`src/rtl/lsu_bridge.sv`:
```
// ---------------------------------------------------------------------------
// lsu_bridge : CPU load/store unit to memory-mapped device bus bridge
// Optional bus watchdog enabled with macro LSU_TIMEOUT_EN.   Rev 1.0
// ---------------------------------------------------------------------------
`default_nettype none

module lsu_bridge #(
  parameter logic [31:0] DM_BYTES   = 32'h3000,
  parameter int          TIMER_NUM  = 2,
  parameter logic [31:0] TIMER_BASE = 32'h7f00,
  parameter logic [31:0] INT_BASE   = 32'h7f20,
  parameter int          TIMEOUT    = 16
) (
  input  logic                 clk,
  input  logic                 reset,
  input  logic                 req_valid,
  input  logic                 load,
  input  logic                 store,
  input  logic                 if_byte,
  input  logic                 if_half,
  input  logic                 load_extend,
  input  logic [31:0]          address,
  input  logic [31:0]          wdata,
  output logic                 busy,
  output logic                 resp_valid,
  output logic [31:0]          rdata,
  output logic                 adel,
  output logic                 ades,
  output logic                 bus_req,
  output logic                 bus_we,
  output logic [TIMER_NUM+1:0] bus_sel,
  output logic [31:0]          bus_addr,
  output logic [31:0]          bus_wdata,
  output logic [3:0]           bus_byteen,
  input  logic                 bus_ack,
  input  logic [31:0]          bus_rdata
);

  localparam int SW = TIMER_NUM + 2;

  typedef enum logic [1:0] {
    IDLE = 2'd0,
    BUS  = 2'd1,
    RESP = 2'd2
  } state_t;

  state_t r_state, w_next;

  logic                 r_load, r_store, r_byte, r_half, r_ext;
  logic                 w_accept, w_fault, w_timeout, w_bus_done;
  logic                 w_is_byte, w_is_half, w_is_word, w_is_store, w_io;
  logic                 w_in_dm, w_in_int;
  logic [TIMER_NUM-1:0] w_in_tmr, w_tmr_cnt;
  logic [SW-1:0]        w_sel;
  logic [3:0]           w_byteen;
  logic [7:0]           w_lane_b;
  logic [15:0]          w_lane_h;
  logic [31:0]          w_ldata;

  // Address decode; DM wins over timers, timers win over INT if windows overlap
  assign w_in_dm  = address < DM_BYTES;
  assign w_in_int = (address >= INT_BASE) && (address < INT_BASE + 32'd4);

  for (genvar k = 0; k < TIMER_NUM; k++) begin : g_timer
    localparam logic [31:0] T_BASE = TIMER_BASE + 32'(16 * k);
    assign w_in_tmr[k]  = (address >= T_BASE) && (address < T_BASE + 32'd12);
    assign w_tmr_cnt[k] = (address >= T_BASE + 32'd8) && (address < T_BASE + 32'd12);
    assign w_sel[k+1]   = w_in_tmr[k] && !w_in_dm;
  end

  assign w_sel[0]    = w_in_dm;
  assign w_sel[SW-1] = w_in_int && !w_in_dm && (w_in_tmr == '0);

  assign w_is_byte  = if_byte;
  assign w_is_half  = if_half && !if_byte;
  assign w_is_word  = !if_byte && !if_half;
  assign w_is_store = store && !load;
  assign w_io       = |w_sel[SW-1:1];

  assign w_fault = (w_is_word && (address[1:0] != 2'b00)) ||
                   (w_is_half && address[0]) ||
                   (w_sel == '0) ||
                   (w_io && !w_is_word) ||
                   (w_is_store && |(w_tmr_cnt & w_sel[TIMER_NUM:1]));

  assign w_accept = (r_state == IDLE) && req_valid && (load || store);

  always_comb begin
    w_byteen = 4'b0000;
    if (w_is_store) begin
      if (w_is_byte)      w_byteen = 4'b0001 << address[1:0];
      else if (w_is_half) w_byteen = 4'b0011 << address[1:0];
      else                w_byteen = 4'b1111;
    end
  end

  always_comb begin
    w_lane_b = bus_rdata[7:0];
    w_lane_h = bus_rdata[15:0];
    case (bus_addr[1:0])
      2'd1: begin w_lane_b = bus_rdata[15:8];  w_lane_h = bus_rdata[23:8];           end
      2'd2: begin w_lane_b = bus_rdata[23:16]; w_lane_h = bus_rdata[31:16];          end
      2'd3: begin w_lane_b = bus_rdata[31:24]; w_lane_h = {8'h00, bus_rdata[31:24]}; end
      default: ;
    endcase
  end

  always_comb begin
    w_ldata = bus_rdata;
    if (r_byte)      w_ldata = {{24{r_ext && w_lane_b[7]}}, w_lane_b};
    else if (r_half) w_ldata = {{16{r_ext && w_lane_h[15]}}, w_lane_h};
  end

`ifdef LSU_TIMEOUT_EN
  localparam int CW = $clog2(TIMEOUT + 1);
  logic [CW-1:0] r_wait;

  always_ff @(posedge clk) begin
    if (reset || (r_state != BUS)) r_wait <= '0;
    else if (!bus_ack)             r_wait <= r_wait + 1'b1;
  end

  // Fires in the TIMEOUT-th BUS cycle without ack; a same-cycle ack takes precedence
  assign w_timeout = (r_state == BUS) && !bus_ack && (r_wait == CW'(TIMEOUT - 1));
`else
  assign w_timeout = 1'b0;
`endif

  assign w_bus_done = (r_state == BUS) && (bus_ack || w_timeout);

  always_ff @(posedge clk) begin
    if (reset) r_state <= IDLE;
    else       r_state <= w_next;
  end

  always_comb begin
    w_next = r_state;
    case (r_state)
      IDLE:    if (w_accept) w_next = w_fault ? RESP : BUS;
      BUS:     if (bus_ack || w_timeout) w_next = RESP;
      RESP:    w_next = IDLE;
      default: w_next = IDLE;
    endcase
  end

  assign busy = (r_state != IDLE);

  always_ff @(posedge clk) begin
    if (reset) begin
      r_load     <= 1'b0;
      r_store    <= 1'b0;
      r_byte     <= 1'b0;
      r_half     <= 1'b0;
      r_ext      <= 1'b0;
      resp_valid <= 1'b0;
      rdata      <= '0;
      adel       <= 1'b0;
      ades       <= 1'b0;
      bus_req    <= 1'b0;
      bus_we     <= 1'b0;
      bus_sel    <= '0;
      bus_addr   <= '0;
      bus_wdata  <= '0;
      bus_byteen <= '0;
    end else begin
      resp_valid <= 1'b0;
      if (w_accept) begin
        r_load     <= load;
        r_store    <= w_is_store;
        r_byte     <= w_is_byte;
        r_half     <= w_is_half;
        r_ext      <= load_extend;
        bus_addr   <= address;
        bus_sel    <= w_sel;
        bus_wdata  <= wdata << {address[1:0], 3'b000};
        bus_byteen <= w_byteen;
        bus_we     <= w_is_store && !w_fault;
        bus_req    <= !w_fault;
        if (w_fault) begin
          resp_valid <= 1'b1;
          adel       <= load;
          ades       <= w_is_store;
          rdata      <= '0;
        end
      end else if (w_bus_done) begin
        bus_req    <= 1'b0;
        resp_valid <= 1'b1;
        if (bus_ack) begin
          adel  <= 1'b0;
          ades  <= 1'b0;
          rdata <= r_load ? w_ldata : 32'h0;
        end else begin
          adel  <= r_load;
          ades  <= r_store;
          rdata <= '0;
        end
      end
    end
  end

endmodule

`default_nettype wire
```
`config.mk`:
```
export PLATFORM = sky130hd
export DESIGN_NAME = lsu_bridge
export DESIGN_NICKNAME = d
export VERILOG_FILES = /design/src/rtl/lsu_bridge.sv
export SDC_FILE = /design/constraint.sdc
export NUM_CORES = 1
export LEC_CHECK = 0
export ABC_AREA = 1
export CORE_UTILIZATION = 45
export CTS_BUF_LIST = sky130_fd_sc_hd__clkbuf_8
export DETAILED_ROUTE_END_ITERATION = 10
export PLACE_DENSITY_LB_ADDON = 0.2
export SYNTH_ARGS = -nofsm -noshare
export SYNTH_HDL_FRONTEND = slang
export SYNTH_SLANG_ARGS = --single-unit
```
`constraint.sdc`:
```
create_clock -name clk -period 3.41 [get_ports clk]
set_clock_uncertainty 0.05 [all_clocks]
set_input_delay 0.341 -clock clk [delete_from_list [all_inputs] [get_ports clk]]
set_output_delay 0.341 -clock clk [all_outputs]
set_load 0.05 [all_outputs]
```
Word-level counts from Yosys, hierarchy flattened
Cells that the tools add are included.

Register bits: 116. Input bits: 105. Output and inout port bits: 110. Logic and storage cells: 108.

Magnitude comparators: 9. Eq/ne operators: 7. Shift operators: 3. Multiplexer cells: 29. Bitwise logic cells: 1. Reduce and logical (&&, ||, !) cells: 43.

Operators with widths (number): $mux 32 (7); $ge 32x15->1 const B (5); $lt 32x15->1 const B (3); $pmux 16 s3 (1); $lt 32x14->1 const B (1); $shl 32x5->32 (1); $pmux 8 s3 (1); $logic_and 1x1->1 (22); $mux 1 (13); $mux 4 (3); $logic_not 1->1 (6); $mux 2 (3); $reduce_bool 2->1 (3); $logic_or 1x1->1 (5); $eq 2x1->1 const B (2); $eq 2x2->1 const B (2); $logic_not 2->1 (2); $logic_not 4->1 (1); $ne 2x2->1 const B (2); $pmux 2 s2 (1); $reduce_and 2->1 (2); $shl 1x2->4 const A (1); $shl 2x2->4 const A (1); $reduce_or 3->1 (1); other kinds (3) (3).

Logic depth before layout (Yosys ltp)
Gate-level depths: netlist of run 1.

Depth after elaboration: 11. Gate-level depth with buffers: 15. Gate-level depth less buffers: 15.

Worst setup path before layout of run 1
OpenSTA, ideal clock, no wires.

Path type: flip-flop to flip-flop. Start: register bus_addr[1]. End: register rdata[20]. Library setup time: 60 ps. Arrival: 1873 ps. Data required time: 3300 ps. Slack: 1427 ps. Cell stages (with the launch flop): 10. Buffers on the path: 1. Period minus slack after synthesis: 1983 ps. Cell sequence: dfxtp_1 -> nand2_2 -> o221ai_2 -> o21ai_1 -> o21ai_2 -> nand2_2 -> buf_6 -> nor3_1 -> nand3_2 -> nand2_1.

Cells in the longest elaborated chain, start to end: 9. Elaborated cells on any way between the ends: 13. Those cells by class: 3 x eq/ne; 8 x mux; 2 x reduce/logical.

Ends and longest elaborated chain: start: declaration (RTL line 32) `output logic [31:0] bus_addr,`; start signal: assignment (RTL line 173) `bus_addr <= address;`; $eq 2x2->1 / $eq 2x1->1 (equally long branches) (RTL line 100) `case (bus_addr[1:0])`; $pmux 16 s3 (RTL line 100); $logic_and 1x1->1 (RTL line 111) `else if (r_half) w_ldata = {{16{r_ext && w_lane_h[15]}}, w_lane_h};`; $mux 32 (RTL line 111); $mux 32 (*) (RTL line 110) `if (r_byte) w_ldata = {{24{r_ext && w_lane_b[7]}}, w_lane_b};`; $mux 32 (*) (RTL line 191) `rdata <= r_load ? w_ldata : 32'h0;`; $mux 32 (*) (RTL line 188) `if (bus_ack) begin`; $mux 32 (*) (RTL line 185) `end else if (w_bus_done) begin`; $mux 32 (*) (RTL line 167) `if (w_accept) begin`; end signal: assignment (RTL line 191); end: declaration (RTL line 26) `output logic [31:0] rdata,`.

Every way passes the cells marked *; elsewhere a longest branch is shown, timed or not. The select of a mux whose other input is x is not followed. A chain may end at the register's enable or synchronous reset.

Final worst setup path of run 1
Start: register r_state[0]. End: register bus_wdata[2].

Cells in the longest elaborated chain, start to end: 3.

Ends and longest elaborated chain: start: declaration (RTL line 47) `state_t r_state, w_next;`; start signal: assignment (RTL line 133) `else r_state <= w_next;`; $logic_not 2->1 (RTL line 86) `assign w_accept = (r_state == IDLE) && req_valid && (load || store);`; $logic_and 1x1->1 (2 in series) (RTL line 86); end signal: assignment (RTL line 175) `bus_wdata <= wdata << {address[1:0], 3'b000};`; end: declaration (RTL line 33) `output logic [31:0] bus_wdata,`.

Every way passes these cells.

==> results of run 1 <==
-- critical path, delay by kind of cell, from the launching register on --
family / cells / cell delay [ns]
and+or+nand+nor: 4 / 1.57
buffers and inverters: 2 / 0.29
DFF: 1 / 0.34
AOI/OAI and AO/OA: 1 / 0.19
-- routing by layer --
metal	vias to the layer above	global-route usage [%]	share of wire, %
met4	0	9.78	1.6
met2	212	44.7	47
met1	2914	34.1	44
met3	21	8.67	8.0
met5	-	0	0
li1	3279	-	-
-- through the flow --
stage	instances	setup WS (ns)
2_1_floorplan	865	1.43
3_3_place_gp	1205	0.676
3_5_place_dp	1205	0.583
4_1_cts	1237	0.860
5_1_grt	1237	0.713
6_report	1237	0.890
-- kinds of logic after synthesis --
kind of cell               Yosys count  share of synthesized area, %
and+or+nand+nor                    414                          32.3
AOI/OAI and AO/OA                  200                          18.5
adders and majority gates            4                         0.832
DFF                                116                          38.6
buffers and inverters              131                          9.68
-- layout make-up --
type,instances,area (um^2),share of cell area (%)
clock buffer,18,248,2.89
clock inverter,14,170,1.98
inverter,75,283,3.30
multi-input combinational,618,3120,36.4
sequential,116,2320,27.1
tap,172,215,2.51
timing repair buffer,224,2220,25.8
-- registers in the layout (all words and copies together) (netlist names) --
signal      cells
adel            1
ades            1
bus_addr       32
bus_byteen      4
bus_req         1
bus_sel         4
bus_wdata      32
bus_we          1
r_byte          1
r_ext           1
r_half          1
r_load          1
r_state         2
r_store         1
rdata          32
resp_valid      1
-- cell usage in the layout, fill, tap and decap left out, types with 2 or more instances in the layout --
cell / netlist / layout
a211oi_1: 17 / 17
a21oi_1: 62 / 62
a31oi_1: 5 / 5
buf_4: 3 / 10
bufinv_16: 0 / 4
clkbuf_8: 0 / 18
clkdlybuf4s50_1: 0 / 214
clkinv_1: 6 / 6
clkinv_2: 1 / 5
clkinvlp_4: 0 / 2
dfxtp_1: 116 / 116
ha_1: 4 / 4
inv_1: 65 / 68
inv_2: 3 / 4
nand2_1: 147 / 147
nand2_2: 7 / 7
nand2_4: 3 / 3
nand3_1: 37 / 37
nand3_2: 22 / 22
nand4_1: 39 / 39
nor2_1: 131 / 130
nor2_2: 7 / 7
nor2_4: 1 / 2
nor3_1: 18 / 18
o21ai_0: 84 / 84
o21ai_1: 4 / 4
o21ai_2: 2 / 2
o221ai_1: 3 / 3
o22ai_1: 19 / 19
-- power breakdown --
group	switching (mW)	internal [mW]	leakage, nW
Combinational	0.574	0.319	2.32
Clock	0.548	0.799	0.223
Sequential	0.0388	1.43	0.948
Total	1.16	2.54	3.49
-- worst max-delay path by stage --
| stage | to | start | slack [ns] | cells after the start |
|---|---|---|---|---|
| after global placement | bus_wdata[2]$_SDFFE_PP0P_ | load | 0.68 | 7 |
| after detailed placement | bus_wdata[2]$_SDFFE_PP0P_ | load | 0.58 | 7 |
| final | bus_wdata[2]$_SDFFE_PP0P_ | r_state[0]$_SDFFE_PP0P_ | 0.89 | 7 |
| after CTS | bus_wdata[2]$_SDFFE_PP0P_ | r_state[0]$_SDFFE_PP0P_ | 0.86 | 7 |
| after global routing | bus_wdata[2]$_SDFFE_PP0P_ | r_state[0]$_SDFFE_PP0P_ | 0.71 | 7 |
| after floorplan | rdata[20]$_SDFFE_PP0P_ | bus_addr[1]$_SDFFE_PP0P_ | 1.43 | 9 |
==> impl_metrics.env, run 1 <==
export IMPL_finalWeightedCongestion=0.878
export IMPL_grt_usage_pct=27.5
export IMPL_post_cts_setup_buffers=0
export IMPL_htreeDepth=4
export IMPL_crit_chain="nor2_1, inv_1, nor2_4, inv_2, nor2_1, nand2_1, a21oi_1"
export IMPL_post_synth_num_cell_types=37
export IMPL_cts_resized=0
export IMPL_timing_rr_end="bus_wdata[2]$_SDFFE_PP0P_"
export IMPL_ir_worst_vdd_mv=0.230
export IMPL_yosysWarnings=0
export IMPL_slew_headroom_pct=16.8
export IMPL_nFillCells=1172
export IMPL_worstPathArrival_ns=2.83
export IMPL_hold_class="reg -> reg"
export IMPL_cts_sinks=116
export IMPL_grt_pass1_wl_um=30600
export IMPL_drv_slew=0
export IMPL_ys_seq_area_share_pct=38.6
export IMPL_outcome="finished, final reports clean"
export IMPL_tns_ns=0
export IMPL_synth_common_cells="147 x nand2_1, 131 x nor2_1, 116 x dfxtp_1"
export IMPL_worstHoldStart="bus_wdata[15]$_SDFFE_PP0P_"
export IMPL_clk_latency_ns=0.43
export IMPL_min_path_cells=2
export IMPL_drive_above_1_share_pct=8.45
export IMPL_wl_per_cell_um=15.2
export IMPL_synth_top_area_share_pct=38.6
export IMPL_cap_violations=0
export IMPL_syn2layout_area_growth_pct=42.7
export IMPL_dp_hpwl_um=13400
export IMPL_worst_ep_required_time_ns=3.72
export IMPL_finalHoldViolCount=0
export IMPL_slowest_stage="nor2_1"
export IMPL_period_share_pct=73.9
export IMPL_slowest_delay_ns=0.96
export IMPL_ys_dominant_reg_cell="dfxtp_1"
export IMPL_synthCells=865
export IMPL_worstRegToRegCells=7
export IMPL_cp_start_kind="flop"
export IMPL_drt_iter0_drc=473
export IMPL_netlist_area_um2=6010
export IMPL_tightest_slew_ns=1.24
export IMPL_syn_nets=974
export IMPL_start_util_pct=46.9
export IMPL_dr_pass1_iters=5
export IMPL_avgSynthCellArea_um2=6.95
export IMPL_cp_common_cell="nor2_1"
export IMPL_power_density_nw_per_um2=432
export IMPL_synthArstFlopShare_pct=0
export IMPL_whs_ns=0.417
export IMPL_antenna_found_initial=0
export IMPL_worstHoldEndpoint="bus_wdata[15]$_SDFFE_PP0P_"
export IMPL_clk_path_buf_depth=2
export IMPL_worstSetupPathType="reg -> reg"
export IMPL_port_buffers=214
export IMPL_die_w_um=118
export IMPL_min_period_ns=2.52
export IMPL_wl_um=18800
export IMPL_dpl_cell_area_um2=8160
export IMPL_layout_nets=1161
export IMPL_synth_most_common_cell="nand2_1"
export IMPL_cts_buffers=17
export IMPL_routed_via_density=5.19
export IMPL_end_kind="flop"
export IMPL_hold_buffers=0
export IMPL_grt_max_degree=74
export IMPL_grt_pass1_vias=6064
export IMPL_worstPathMaxFanout=19
export IMPL_ant_nets=0
export IMPL_ys_seq_elements=116
export IMPL_clock_fmax_ghz=0.397
export IMPL_dieArea_um2=13800
export IMPL_setup_viol=0
export IMPL_utilization_pct=66.9
export IMPL_rsz0062_at_grt="no"
export IMPL_diodes=0
export IMPL_ys_top_cells_by_area="dfxtp_1 39%, nand2_1 9.2%, nor2_1 8.2%, o21ai_0 7.0%, a21oi_1 5.2%"
export IMPL_coreArea_um2=12800
export IMPL_rows=41
export IMPL_leakagePower_nw=3.49
export IMPL_grt_ovfl_total=0
export IMPL_power_total_mw=3.71
export IMPL_clk_root_buffer_cell="clkbuf_8"
export IMPL_post_route_drc_count=0
export IMPL_path_clk_slew_ns=0.07
export IMPL_via_count=6426
export IMPL_pin_count=215
export IMPL_timing_reg2reg_setup_slack_ns=0.89
export IMPL_design_area_um2=8580
export IMPL_synth_edf_count=0
export IMPL_rr_startpoint="r_state[0]$_SDFFE_PP0P_"
export IMPL_cts_tree="yes"
export IMPL_die_y_um=118
export IMPL_netlist_top_cell_by_area="dfxtp_1"
No activity file was read; power rests on OpenSTA's default activity.
==> run 2: changes to the inputs <==
==> constraint.sdc (replaced) <==
create_clock -name clk -period 2.6 [get_ports clk]
set_clock_uncertainty 0.05 [all_clocks]
set_input_delay 0.26 -clock clk [delete_from_list [all_inputs] [get_ports clk]]
set_output_delay 0.26 -clock clk [all_outputs]
set_load 0.05 [all_outputs]
==> run 2 against run 1 <==
Die area did not move. Setup slack worse by 0.59 ns. Fmax is 9.4% higher. Combinational power grew 31%. Register-to-register slack lost 0.59 ns. Non-clock buffer count is 4 higher. Sequential share of layout area fell by 0.12 points. Clock-buffer cell count is 1 lower. Final cell count rose by 0.32%. First-iteration DRC count grew 13%. Critical path type unchanged. Largest cell class unchanged.
==> impl_metrics.env, run 2 (same netlist as run 1, synthesis figures left out) <==
export IMPL_outcome="finished, final reports clean"
export IMPL_coreArea_um2=12800
export IMPL_end_kind="flop"
export IMPL_final_common_cell="clkdlybuf4s50_1"
export IMPL_die_w_um=118
export IMPL_finalWeightedCongestion=0.872
export IMPL_min_period_ns=2.30
export IMPL_grt_usage_pct=26.4
export IMPL_setup_viol=0
export IMPL_syn2layout_area_growth_pct=43.3
export IMPL_routed_via_density=5.26
export IMPL_ir_worst_vdd_mv=0.367
export IMPL_clock_fmax_ghz=0.434
export IMPL_nFillCells=1181
export IMPL_drv_slew=0
export IMPL_grt_pass1_vias=5875
export IMPL_period_share_pct=88.6
export IMPL_wl_um=18400
export IMPL_wl_per_cell_um=14.8
export IMPL_drt_iter0_drc=535
export IMPL_layout_nets=1165
export IMPL_cts_resized=0
export IMPL_rows=41
export IMPL_cp_num_buf_inv=2
export IMPL_cts_sinks=116
export IMPL_cts_tree="yes"
export IMPL_htreeDepth=4
export IMPL_antenna_found_initial=0
export IMPL_via_count=6523
export IMPL_hold_buffers=0
export IMPL_hold_class="in -> reg"
export IMPL_dp_hpwl_um=13100
export IMPL_clk_root_buffer_cell="clkbuf_8"
export IMPL_final_cell_mix="214 x clkdlybuf4s50_1, 147 x nand2_1, 130 x nor2_1"
export IMPL_slowest_delay_ns=0.56
export IMPL_tns_ns=0
export IMPL_start_util_pct=46.9
export IMPL_intPower_mw=3.23
export IMPL_tightest_slew_ns=1.07
export IMPL_cp_start_kind="flop"
export IMPL_p_sw_mw=1.56
export IMPL_dr_pass1_iters=8
export IMPL_grt_max_degree=88
export IMPL_die_y_um=118
export IMPL_slew_headroom_pct=28.2
export IMPL_rsz0062_at_grt="no"
export IMPL_slowest_stage="buf_4"
export IMPL_combPwrFrac_pct=24.5
export IMPL_post_cts_setup_buffers=0
export IMPL_switching_share_pct=32.6
export IMPL_utilization_pct=67.2
export IMPL_clk_latency_ns=0.44
export IMPL_worstPathArrival_ns=2.64
export IMPL_ant_nets=0
export IMPL_grt_pass1_wl_um=29500
export IMPL_post_route_drc_count=0
export IMPL_crit_chain="nor2_1, inv_1, nor2_4, buf_4, nand2_1, a21oi_1, o21a_1, nand2_1, nand2_1"
export IMPL_grt_ovfl_total=0
export IMPL_leakagePower_nw=3.49
export IMPL_cp_common_cell="nand2_1"
export IMPL_pin_count=215
export IMPL_worstSetupPathType="reg -> reg"
export IMPL_finalHoldViolCount=0
export IMPL_worstPathMaxFanout=73
export IMPL_pwr_share_seq_pct=40.1
export IMPL_p_clk_share_pct=35.3
export IMPL_diodes=0
export IMPL_power_density_nw_per_um2=556
export IMPL_path_delay_family="simple AND/OR/NAND/NOR gates"
export IMPL_port_buffers=214
export IMPL_dieArea_um2=13800
export IMPL_worst_ep_required_time_ns=2.94
export IMPL_drive_above_1_share_pct=9.07
export IMPL_path_clk_slew_ns=0.07
export IMPL_clk_path_buf_depth=2
export IMPL_cap_violations=0
export IMPL_cts_buffers=17
export IMPL_largestRegisters="bus_addr: 32 flops, bus_wdata: 32 flops, rdata: 32 flops"
## run 2: final cells by class
cell class                 instances  area (um^2)  area share [%]
clock inverter                    15          166            1.93
clock buffer                      17          234            2.72
multi-input combinational        618         3120            36.2
inverter                          75          283            3.28
tap                              172          215            2.50
timing repair buffer             228         2270            26.4
sequential                       116         2320            27.0
## run 2: tightest hold or removal path: stages
cell and delay, ns:
clkdlybuf4s50_1 0.42, nor2_1 0.10, nor2_1 0.05
## run 2: per-stage QoR
step | power [mW] | cells | hold WS [ns] | cell area (um^2) | setup slack [ns]
floorplan | 2.67 | 865 | 0.345 | 6010 | 0.617
global placement | 3.12 | 1209 | 0.403 | 8220 | 0.0989
CTS | 4.82 | 1241 | 0.353 | 8620 | 0.249
detailed placement | 3.13 | 1209 | 0.406 | 8220 | 0.0450
global route | 5.00 | 1241 | 0.383 | 8620 | 0.0690
finish | 4.79 | 1241 | 0.380 | 8620 | 0.296
## run 2: final timing paths
check	start	endpoint	slack (ns)	cells past startpoint
setup / recovery	r_state[0]$_SDFFE_PP0P_	ades$_SDFFE_PP0P_	0.30	9
hold / removal	address[17]	bus_addr[17]$_SDFFE_PP0P_	0.38	3
setup reg to reg	r_state[0]$_SDFFE_PP0P_	ades$_SDFFE_PP0P_	0.30	9
hold reg to reg	bus_wdata[13]$_SDFFE_PP0P_	bus_wdata[13]$_SDFFE_PP0P_	0.42	2
## run 2: power groups by stage
| stage | logic, mW | clock network [mW] | registers (mW) |
|---|---|---|---|
| after floorplan | 0.414 | 0 | 2.25 |
| after global routing | 1.25 | 1.82 | 1.93 |
| after global placement | 1.16 | 0 | 1.96 |
| after detailed placement | 1.17 | 0 | 1.96 |
| after CTS | 1.17 | 1.73 | 1.92 |
| final | 1.17 | 1.69 | 1.92 |
## run 2: metal layers
metal  GRT usage [%]  up-vias  share of wire (%)
met4            9.13        0                1.7
met5               0        -                  0
met3            8.33       22                8.4
met2            42.2      236                 46
met1            33.4     2975                 44
li1                -     3290                  -
==> run 3: changes to the inputs <==
--- a/config.mk
+++ b/config.mk
@@ -9,6 +9,7 @@
 export CORE_UTILIZATION = 45
 export CTS_BUF_LIST = sky130_fd_sc_hd__clkbuf_8
 export DETAILED_ROUTE_END_ITERATION = 10
+export GPL_ROUTABILITY_DRIVEN = 0
 export PLACE_DENSITY_LB_ADDON = 0.2
 export SYNTH_ARGS = -nofsm -noshare
 export SYNTH_HDL_FRONTEND = slang
==> run 3 against run 2 <==
Critical path depth is the same. Sequential power about the same. Core utilization barely moved. Worst hold slack improved by 0.0042 ns. Total power is 0.77% lower. Via count down 0.74%. Clock-buffer cell count is 5 higher. Die area did not move. Global-route usage is 0.61 points higher. First-iteration DRC count down 3.9%. Final area hardly changed. Largest power group unchanged.
==> impl_metrics.env, run 3 (same netlist as run 1, synthesis figures left out) <==
export IMPL_outcome="finished, final reports clean"
export IMPL_min_period_ns=2.29
export IMPL_wl_per_cell_um=14.9
export IMPL_cts_sinks=116
export IMPL_p_clk_share_pct=34.7
export IMPL_diodes=0
export IMPL_dpl_cell_area_um2=8220
export IMPL_design_area_um2=8610
export IMPL_slew_headroom_pct=23.9
export IMPL_drv_slew=0
export IMPL_post_route_drc_count=0
export IMPL_worstPathMaxFanout=73
export IMPL_min_path_cells=3
export IMPL_period_share_pct=88.0
export IMPL_dp_hpwl_um=13100
export IMPL_grt_usage_pct=27.0
export IMPL_finalHoldViolCount=0
export IMPL_die_y_um=118
export IMPL_hold_class="in -> reg"
export IMPL_seq_area_um2=2320
export IMPL_clk_path_buf_depth=2
export IMPL_start_util_pct=46.9
export IMPL_combPwrFrac_pct=24.8
export IMPL_cp_start_kind="flop"
export IMPL_clock_fmax_ghz=0.437
export IMPL_wl_um=18500
export IMPL_hold_buffers=0
export IMPL_end_kind="flop"
export IMPL_final_common_cell="clkdlybuf4s50_1"
export IMPL_worstHoldStart="address[5]"
export IMPL_clk_root_buffer_cell="clkbuf_8"
export IMPL_coreArea_um2=12800
export IMPL_place_inst=1210
export IMPL_post_cts_setup_buffers=0
export IMPL_dr_pass1_iters=5
export IMPL_setup_viol=0
export IMPL_crit_chain="nor2_1, inv_1, nor2_4, buf_4, nand2_1, a21oi_1, o21a_1, nand2_1, nand2_1"
export IMPL_power_density_nw_per_um2=552
export IMPL_rows=41
export IMPL_grt_pass1_vias=6085
export IMPL_drt_iter0_drc=514
export IMPL_layout_nets=1166
export IMPL_pin_count=215
export IMPL_ir_worst_vdd_mv=0.262
export IMPL_rsz0062_at_grt="no"
export IMPL_via_count=6475
export IMPL_nFillCells=1181
export IMPL_slowest_stage="buf_4"
export IMPL_tns_ns=0
export IMPL_timing_rr_end="ades$_SDFFE_PP0P_"
export IMPL_final_cells=1240
export IMPL_p_sw_mw=1.50
export IMPL_die_w_um=118
export IMPL_intPower_mw=3.25
export IMPL_rr_startpoint="r_state[1]$_SDFFE_PP0P_"
export IMPL_cap_violations=0
export IMPL_power_total_mw=4.75
export IMPL_routed_via_density=5.22
export IMPL_tightest_slew_ns=1.14
export IMPL_worstRegToRegCells=9
export IMPL_cts_tree="yes"
export IMPL_whs_ns=0.385
export IMPL_timing_reg2reg_setup_slack_ns=0.31
export IMPL_final_cell_mix="214 x clkdlybuf4s50_1, 147 x nand2_1, 130 x nor2_1"
export IMPL_dieArea_um2=13800
export IMPL_worstHoldEndpoint="bus_addr[5]$_SDFFE_PP0P_"
export IMPL_path_clk_slew_ns=0.07
export IMPL_grt_ovfl_total=0
export IMPL_worstSetupPathType="reg -> reg"
export IMPL_worstPathArrival_ns=2.62
export IMPL_htreeDepth=4
export IMPL_port_buffers=214
export IMPL_multiInputGateArea_um2=3120
export IMPL_cts_buffers=17
export IMPL_leakagePower_nw=3.52
export IMPL_switching_share_pct=31.6
export IMPL_largestRegisters="bus_addr: 32 flops, bus_wdata: 32 flops, rdata: 32 flops"
export IMPL_grt_max_degree=88
export IMPL_clk_latency_ns=0.44
export IMPL_cp_common_cell="nand2_1"
export IMPL_drive_above_1_share_pct=8.71
export IMPL_cts_resized=0
export IMPL_pwr_share_seq_pct=40.5
export IMPL_ant_nets=0
export IMPL_antenna_found_initial=0
export IMPL_grt_pass1_wl_um=30000
export IMPL_slowest_delay_ns=0.57
export IMPL_worst_ep_required_time_ns=2.93
export IMPL_syn2layout_area_growth_pct=43.2
[run 3: cell count changes in the layout (fill, tap and decap cells not counted)]
cell	change
clkbuf_8	+5
clkinv_4	-2
buf_4	+1
bufinv_16	-1
inv_1	+3
clkinvlp_4	-4
clkinv_2	-3
[run 3: area by class of cell]
class                   count  share of cell area (%)
repair buffers            229                    26.5
clock inverters             8                   0.988
well taps                 172                    2.50
inverters                  75                    3.28
clock buffers              22                    3.52
flip-flops and latches    116                    27.0
multi-input cells         618                    36.3
[run 3: layer usage]
| metal | up-vias | GRT usage [%] | part of all wire [%] |
|---|---|---|---|
| met5 | - | 0 | 0 |
| met1 | 2902 | 33.1 | 43 |
| met3 | 34 | 8.53 | 8.6 |
| li1 | 3284 | - | - |
| met2 | 255 | 44.4 | 46 |
| met4 | 0 | 9.62 | 2.0 |
[run 3: through the flow]
step	setup slack (ns)	util [%]
finish	0.313	67.1
CTS	0.300	67.1
detailed placement	0.0133	64.1
global placement	0.125	64.1
global route	0.117	67.1
floorplan	0.617	-
[run 3: worst max-delay path by stage]
stage                                  start                          to  slack, ns  depth (start not counted)
global route         r_state[1]$_SDFFE_PP0P_           ades$_SDFFE_PP0P_       0.12                          9
floorplan           bus_addr[1]$_SDFFE_PP0P_      rdata[20]$_SDFFE_PP0P_       0.62                          9
global placement                        load  bus_wdata[14]$_SDFFE_PP0P_       0.12                          7
finish               r_state[1]$_SDFFE_PP0P_           ades$_SDFFE_PP0P_       0.31                          9
CTS                  r_state[1]$_SDFFE_PP0P_  bus_wdata[11]$_SDFFE_PP0P_       0.30                          7
detailed placement                      load  bus_wdata[11]$_SDFFE_PP0P_       0.01                          7
[run 3: power groups by stage]
stage | sequential, mW | clock, mW | combinational, mW
2_1_floorplan | 2.25 | 0 | 0.414
3_3_place_gp | 1.96 | 0 | 1.16
3_5_place_dp | 1.96 | 0 | 1.17
4_1_cts | 1.92 | 1.68 | 1.18
5_1_grt | 1.93 | 1.76 | 1.26
6_report | 1.92 | 1.65 | 1.18
[run 3: worst max-delay path, delay by kind of cell, from the launching register on]
| family | cells | cell delay, ns |
|---|---|---|
| and+or+nand+nor | 5 | 0.74 |
| buffers and inverters | 2 | 0.70 |
| AOI/OAI and AO/OA | 2 | 0.39 |
| DFF | 1 | 0.33 |
